===== src/rtl/dtr_pkg.sv =====
// Shared types and constants for the DTR input/output controllers.
// The micro-cycle code runs 0..MC_LAST while a word executes; MC_IDLE means no word in flight.
package dtr_pkg;

    typedef enum logic [1:0] {
        RUN    = 2'd0,
        REPLAY = 2'd1,
        FATAL  = 2'd2
    } state_t;

    typedef logic [1:0] mc_t;

    localparam mc_t MC_LAST = 2'd2;
    localparam mc_t MC_IDLE = 2'd3;

endpackage


===== src/rtl/dtr_mc_ctr.sv =====
// Mod-3 micro-cycle counter with an idle code. A start or restart loads 0; after
// MC_LAST the counter parks at MC_IDLE unless a new start arrives on that same edge.
module dtr_mc_ctr
    import dtr_pkg::*;
(
    input  logic i_clk,
    input  logic i_rst,
    input  logic i_start,
    input  logic i_restart,
    output mc_t  o_mc
);

    mc_t r_mc;

    always_ff @(posedge i_clk) begin
        if (i_rst) begin
            r_mc <= MC_IDLE;
        end else if (i_start || i_restart) begin
            r_mc <= 2'd0;
        end else if (r_mc == MC_LAST) begin
            r_mc <= MC_IDLE;
        end else if (r_mc != MC_IDLE) begin
            r_mc <= r_mc + 2'd1;
        end
    end

    assign o_mc = r_mc;

endmodule


===== src/rtl/dtr_in_ctrl.sv =====
// DTR input-side controller: presents each accepted word for three micro-cycles and
// replays it once with substitution on a mismatch. Build option: DTR_ERR_CNT_EN adds err_cnt.
module dtr_in_ctrl
    import dtr_pkg::*;
#(
    parameter int WIDTH = 1,
    parameter int CNT_W = 8
) (
    input  logic             clk,
    input  logic             rst,
    input  logic [WIDTH-1:0] pi,
    input  logic             pi_valid,
    output logic             pi_rdy,
    input  logic             fail,
    output logic [WIDTH-1:0] inNew,
    output logic [1:0]       mc,
    output logic             save,
    output logic             rollBack,
    output logic             subst,
    output logic             fatal,
    output logic [CNT_W-1:0] err_cnt
);

    state_t           r_state;
    logic [WIDTH-1:0] r_cur;
    logic             r_save;
    logic             r_rollback;
    logic             r_subst;
    logic             r_fatal;

    mc_t  w_mc;
    logic w_end;
    logic w_fail_end;
    logic w_accept;
    logic w_restart;

    assign w_end      = (w_mc == MC_LAST);
    assign w_fail_end = w_end && fail;
    // A failing word blocks the back-to-back acceptance that mc==2 would otherwise allow.
    assign pi_rdy     = !rst && (r_state == RUN) && ((w_mc == MC_IDLE) || (w_end && !fail));
    assign w_accept   = pi_valid && pi_rdy;
    assign w_restart  = (r_state == RUN) && w_fail_end;

    dtr_mc_ctr u_mc_ctr (
        .i_clk     (clk),
        .i_rst     (rst),
        .i_start   (w_accept),
        .i_restart (w_restart),
        .o_mc      (w_mc)
    );

    always_ff @(posedge clk) begin
        if (rst) begin
            r_state    <= RUN;
            r_cur      <= '0;
            r_save     <= 1'b0;
            r_rollback <= 1'b0;
            r_subst    <= 1'b0;
            r_fatal    <= 1'b0;
        end else begin
            r_save  <= 1'b0;
            r_subst <= 1'b0;
            if (w_accept) begin
                r_cur <= pi;
            end
            case (r_state)
                RUN: begin
                    if (w_fail_end) begin
                        r_state    <= REPLAY;
                        r_rollback <= 1'b1;
                    end else if (w_end) begin
                        r_save <= 1'b1;
                    end
                end
                REPLAY: begin
                    // Substitution applies only to the third copy of the replayed word.
                    r_subst <= (w_mc == 2'd1);
                    if (w_end) begin
                        r_rollback <= 1'b0;
                        if (fail) begin
                            r_state <= FATAL;
                            r_fatal <= 1'b1;
                        end else begin
                            r_state <= RUN;
                            r_save  <= 1'b1;
                        end
                    end
                end
                FATAL: begin
                    r_fatal <= 1'b1;
                end
                default: begin
                    r_state <= FATAL;
                    r_fatal <= 1'b1;
                end
            endcase
        end
    end

`ifdef DTR_ERR_CNT_EN
    logic [CNT_W-1:0] r_err_cnt;

    always_ff @(posedge clk) begin
        if (rst) begin
            r_err_cnt <= '0;
        end else if (w_restart && (r_err_cnt != '1)) begin
            r_err_cnt <= r_err_cnt + CNT_W'(1);
        end
    end

    assign err_cnt = r_err_cnt;
`else
    assign err_cnt = '0;
`endif

    assign inNew    = r_cur;
    assign mc       = w_mc;
    assign save     = r_save;
    assign rollBack = r_rollback;
    assign subst    = r_subst;
    assign fatal    = r_fatal;

endmodule


===== config.mk =====
export PLATFORM = sky130hd
export DESIGN_NAME = dtr_in_ctrl
export DESIGN_NICKNAME = d
export VERILOG_FILES = /design/src/rtl/dtr_pkg.sv /design/src/rtl/dtr_mc_ctr.sv /design/src/rtl/dtr_in_ctrl.sv
export SDC_FILE = /design/constraint.sdc
export NUM_CORES = 1
export LEC_CHECK = 0
export ABC_AREA = 1
export CORE_AREA = 2 2 39 41
export CTS_CLUSTER_DIAMETER = 200
export DETAILED_ROUTE_END_ITERATION = 10
export DIE_AREA = 0 0 41 43
export GPL_TIMING_DRIVEN = 1
export PLACE_DENSITY = 0.72
export SETUP_SLACK_MARGIN = 0.15
export SLEW_MARGIN = 20
export SYNTH_ARGS = -nofsm -noshare
export SYNTH_HDL_FRONTEND = slang
export SYNTH_HIERARCHICAL = 1
export SYNTH_SLANG_ARGS = --single-unit

===== constraint.sdc =====
create_clock -name clk -period 1.2 [get_ports clk]
set_input_delay 0.24 -clock clk [delete_from_list [all_inputs] [get_ports clk]]
set_output_delay 0.24 -clock clk [all_outputs]
set_load 0.01 [all_outputs]

==> reports/metrics.csv, run 1 <==
metric,value,unit
fin_util,0.595,
ys_ff_latch,9,
htreeDepth,1,
ys_types,17,
multi_input_area,304,µm²
drt_iter0_markers,10,
place_ws,-0.515,ns
yosysTopAreaCell,dfxtp_1,
syn-cell-area,495,µm²
clk_pin_slew,0.06,ns
power.switching,0.674,mW
start_util,0.358,
vdd_ir_drop_max,0.00101,V
grt.overflow.total,0,
worstSetupPathType,flip-flop to output pin,
vias,520,
num-nets-final,108,
violations,negative setup slack,
wl_per_cell,10.8,µm
dr.pass1.iters,4,
clock-root-buffer,clkbuf_4,
cts.sinks,9,
tns,-0.0397,ns
ios,21,
layout_common_cells,"buf_4, inv_1, conb_1",
cap_violations,0,
drt-total-wl,1260,µm
finalMaxSlewViolations,0,
clkPwrFrac,0.140,
crit_fanout,7,
synth_top_area_share,0.364,
grt_pass1_wl,1750,µm
placementRows,14,
insertion_delay,0.27,ns
p_comb_frac,0.615,
required,0.96,ns
pwr-share-seq,0.245,
place_congestion,0.822,
grt_antenna_before_repair,0,
hold_buffers,0,
grt_pass1_vias,442,
end_kind,output pin,
port_buffers,12,
diodes,0,
yosysWarningCount,6,
final_common_cell,buf_4,
rsz0062_at_grt,yes,
skew,0.00185,ns
grt_max_degree,8,
netlist_instances,69,
postLayoutCellArea,823,µm²
synth_seq_area_share,0.364,
start_kind,flip-flop,
drc,0,
chipWidth,41,µm
fin_crit,1.23,ns
max_freq,813,MHz
grt_use_total,0.149,
syn_area_per_cell,7.18,µm²
internal-power,1.01,mW
dieArea,1760,µm²
ant_nets,0,
dpl_cell_area,697,µm²
p_leak,0.426,nW
dp_hpwl,791,µm
coreArea,1380,µm²
switching_share,0.400,
synth.top_cells.by_area,"dfxtp_1, buf_4, inv_1",
cts_tree,done,
cts_buffer_depth,2,
seq_area,185,µm²
hold_violations,0,
die_height,43,µm
setup_viol,2,
drive_gt1_frac,0.540,
hold_class,input port to flip-flop,
fin_crit_sh,1.03,
power.density,2050,nW/µm²
cts_made_buffers,3,
vias_per_cell,4.48,
layout_setup_ws,-0.0306,ns
status,"finished, violations left",
worstPathArrival,0.99,ns
area_delta_synth_final,66.2,%
n_fill_cell,133,
-- power groups by stage --
stage | logic, mW | registers (mW) | clock network, mW
floorplan | 0.343 | 0.476 | 0
global placement | 0.711 | 0.413 | 0
detailed placement | 0.730 | 0.416 | 0
CTS | 0.737 | 0.409 | 0.244
global route | 1.13 | 0.424 | 0.263
finish | 1.04 | 0.413 | 0.236
-- cells by family after synthesis --
kind of cell,count (synthesis),share of synthesized area
AO/OA/AOI/OAI,5,0.0505
flip-flops,9,0.364
other,1,0.00757
adder cells (fa/ha/maj),2,0.0505
AND/OR/NAND/NOR,30,0.300
buffers and inverters,22,0.227
-- layout make-up --
type	instances	share of cell area
clock buffer	4	0.0319
inverter	14	0.0638
multi-input combinational	45	0.369
sequential	9	0.225
tap	16	0.0243
timing repair buffer	28	0.286
-- flip-flops by register name, indices dropped and copies added, names as in the netlist --
| name | flops |
|---|---|
| inNew | 1 |
| r_state | 2 |
| rollBack | 1 |
| u_mc_ctr/o_mc | 2 |
| save | 1 |
| subst | 1 |
| fatal | 1 |
-- what timing repair did --
item                       4_1_cts  5_1_grt
setup buffers                    1        3
gates resized for setup         34       25
setup endpoints to repair       15       12
pin swaps                        2        7
-- worst paths after layout --
| kind | end | slack (ns) | cells after the start | from |
|---|---|---|---|---|
| worst min-delay path | save$_SDFF_PP0_ | 0.31 | 2 | fail |
| worst min register to register | fatal$_SDFFE_PP0P_ | 0.48 | 2 | fatal$_SDFFE_PP0P_ |
| worst max-delay path | mc[1] | -0.03 | 2 | u_mc_ctr/o_mc[1]$_SDFFE_PP1P_ |
| worst max register to register | u_mc_ctr/o_mc[0]$_SDFFE_PP1P_ | 0.02 | 9 | u_mc_ctr/o_mc[0]$_SDFFE_PP1P_ |
-- metal layers --
layer,part of all wire,wire (µm),GRT usage,vias up
met5,0,0,0,-
met4,0.018,22,0.0600,0
met3,0.059,74,0.0785,4
met2,0.54,672,0.234,15
met1,0.39,486,0.158,243
li1,-,-,-,258
-- critical path, stage by stage (launching register included) --
cell and delay (ns):
dfxtp_2 0.33, buf_4 0.16, clkdlybuf4s15_2 0.23
-- Yosys cell counts (all sizes together) --
cell type	count
a21oi	3
buf	8
conb	1
dfxtp	9
ha	2
inv	14
nand2	9
nand3	8
nand4	1
nor2	10
nor3	1
nor4	1
o21ai	2
-- metrics by stage --
step           hold WS (ns)  total power, mW  cells
6_report              0.314             1.69    116
5_1_grt               0.326             1.82    116
4_1_cts               0.318             1.39    113
3_5_place_dp          0.458             1.15    108
3_3_place_gp          0.452             1.12    108
2_1_floorplan         0.309            0.819     76
No activity file was read; power rests on OpenSTA's default activity.
==> run 2, diff against run 1 <==
--- a/config.mk
+++ b/config.mk
@@ -11,6 +11,7 @@
 export DETAILED_ROUTE_END_ITERATION = 10
 export DIE_AREA = 0 0 41 43
 export GPL_TIMING_DRIVEN = 1
+export HOLD_SLACK_MARGIN = 0.15
 export PLACE_DENSITY = 0.72
 export SETUP_SLACK_MARGIN = 0.15
 export SLEW_MARGIN = 20
==> constraint.sdc (replaced) <==
create_clock -name clk -period 1.3 [get_ports clk]
set_input_delay 0.26 -clock clk [delete_from_list [all_inputs] [get_ports clk]]
set_output_delay 0.26 -clock clk [all_outputs]
set_load 0.01 [all_outputs]
==> run 2 against run 1 <==
  * Sequential share of layout area up 1.7 points
  * Highest routed layer unchanged
  * Wire length is 16% lower
  * The run now ends clean
  * Global-route usage is 1.1 points lower
  * Sequential power decreased by 10%
  * Total power is 19% lower
  * Clock power is 3% lower
==> reports/metrics.csv, run 2 (same netlist as run 1, synthesis figures left out) <==
metric,value,unit,change
status,finished clean,,
end_kind,output pin,,
cap_violations,0,,unchanged
cts_made_buffers,3,,unchanged
htreeDepth,1,,unchanged
cts_buffer_depth,2,,unchanged
clk_pin_slew,0.06,ns,about the same
grt.overflow.total,0,,unchanged
crit_fanout,2,,-5
finalMaxSlewViolations,0,,unchanged
wl_per_cell,9.22,µm,-15%
place_congestion,0.804,,-2.2%
skew,0.00911,ns,+0.00726 ns
grt_antenna_before_repair,0,,unchanged
cts.sinks,9,,unchanged
area_delta_synth_final,52.3,%,
start_util,0.358,,unchanged
vdd_ir_drop_max,0.000787,V,-22%
grt_pass1_wl,1590,µm,-9.4%
vias_per_cell,4.30,,-4.2%
grt_use_total,0.138,,-0.0108
p_total,1.36,mW,-19%
layout_common_cells,"buf_4, inv_1, conb_1",,
required,1.04,ns,+0.08 ns
clock-root-buffer,clkbuf_4,,
postLayoutCellArea,754,µm²,-8.4%
hp-start,fail,,
r2r-start,u_mc_ctr/o_mc[0]$_SDFFE_PP1P_,,
fin_crit,1.23,ns,
hold_buffers,0,,unchanged
r2r_slack,0.16,ns,+0.14 ns
placementRows,14,,unchanged
hold_end,save$_SDFF_PP0_,,
p_leak,0.404,nW,-5.2%
drt-total-wl,1060,µm,-16%
num-nets-final,107,,-0.93%
worstPathArrival,0.97,ns,-0.02 ns
setup_viol,0,,-2
die_height,43,µm,unchanged
chipWidth,41,µm,unchanged
dpl_cell_area,692,µm²,-0.72%
start_kind,flip-flop,,
dieArea,1760,µm²,unchanged
max_freq,811,MHz,
n_fill_cell,147,,+11%
vias,494,,-5.0%
diodes,0,,unchanged
ios,21,,unchanged
fin_crit_sh,0.948,,
power.density,1810,nW/µm²,-12%
dr.pass1.iters,2,,-2
tns,0,ns,+0.0397 ns
port_buffers,12,,unchanged
dp_hpwl,783,µm,-1.0%
rsz0062_at_grt,yes,,
drive_gt1_frac,0.364,,-0.176
ant_nets,0,,unchanged
hold_violations,0,,unchanged
drc,0,,unchanged
r2r-end,u_mc_ctr/o_mc[1]$_SDFFE_PP1P_,,
cts_tree,done,,
final_common_cell,buf_4,,
worstHoldPathCells,2,,unchanged
drt_iter0_markers,6,,-4
r2r_cells,9,,unchanged
hold_class,input port to flip-flop,,
insertion_delay,0.28,ns,about the same
grt_max_degree,8,,unchanged
worstSetupPathType,flip-flop to output pin,,
grt_pass1_vias,420,,-5.0%
coreArea,1380,µm²,unchanged
==> run 2: changes by cell type in the layout (fill, tap and decap cells not counted), sizes merged <==
cell and change:
clkbuf -2, clkdlybuf4s15 +2, buf -3, dlygate4sd2 +2
==> run 2: final cells by class <==
class,instances,area [µm²],area share
Inverter,14,52.6,0.0697
Timing Repair Buffer,27,229,0.303
Clock buffer,4,26.3,0.0348
Multi-Input combinational cell,45,244,0.323
Tap cell,16,20.0,0.0265
Sequential cell,9,183,0.242
==> run 2: timing repair <==
action / in CTS / in global routing
setup buffers: 0 / 3
endpoints found under the setup margin: 14 / 11
cloned: 0 / 0
gates resized for setup: 24 / 9
pin swaps: 1 / 0
==> run 2: how the worst max path moves through the flow <==
stage	slack, ns	from	to
3_3_place_gp	-0.45	rst	pi_rdy
4_1_cts	0.06	u_mc_ctr/o_mc[1]$_SDFFE_PP1P_	pi_rdy
6_report	0.07	u_mc_ctr/o_mc[1]$_SDFFE_PP1P_	pi_rdy
3_5_place_dp	-0.45	rst	pi_rdy
2_1_floorplan	0.16	u_mc_ctr/o_mc[0]$_SDFFE_PP1P_	u_mc_ctr/o_mc[1]$_SDFFE_PP1P_
5_1_grt	0.003	u_mc_ctr/o_mc[0]$_SDFFE_PP1P_	pi_rdy
==> run 2: critical path, cell delays in order (launching register included) <==
cell,delay [ns]
dfxtp_2,0.33
inv_2,0.04
nor2_2,0.08
nand3_2,0.07
inv_1,0.05
buf_2,0.11
==> run 2: routing by layer <==
layer	track usage	vias up	routed length, µm
met2	0.197	13	523
met4	0.0800	0	29
met3	0.0785	3	71
met5	0	-	0
met1	0.152	220	436
li1	-	258	-
==> run 2: power breakdown <==
part	switching (mW)	leakage [nW]	internal, mW	total, mW
clock	0.109	0.0150	0.119	0.228
sequential	0.0303	0.0732	0.340	0.370
combinational	0.377	0.316	0.387	0.764
==> run 2: through the flow <==
step | hold WS (ns) | util | setup slack, ns | cells
floorplan | 0.329 | - | 0.160 | 76
global placement | 0.451 | 0.500 | -0.454 | 108
detailed placement | 0.452 | 0.500 | -0.454 | 108
CTS | 0.317 | 0.510 | 0.0624 | 112
global route | 0.340 | 0.545 | 0.00316 | 115
finish | 0.308 | 0.545 | 0.0676 | 115
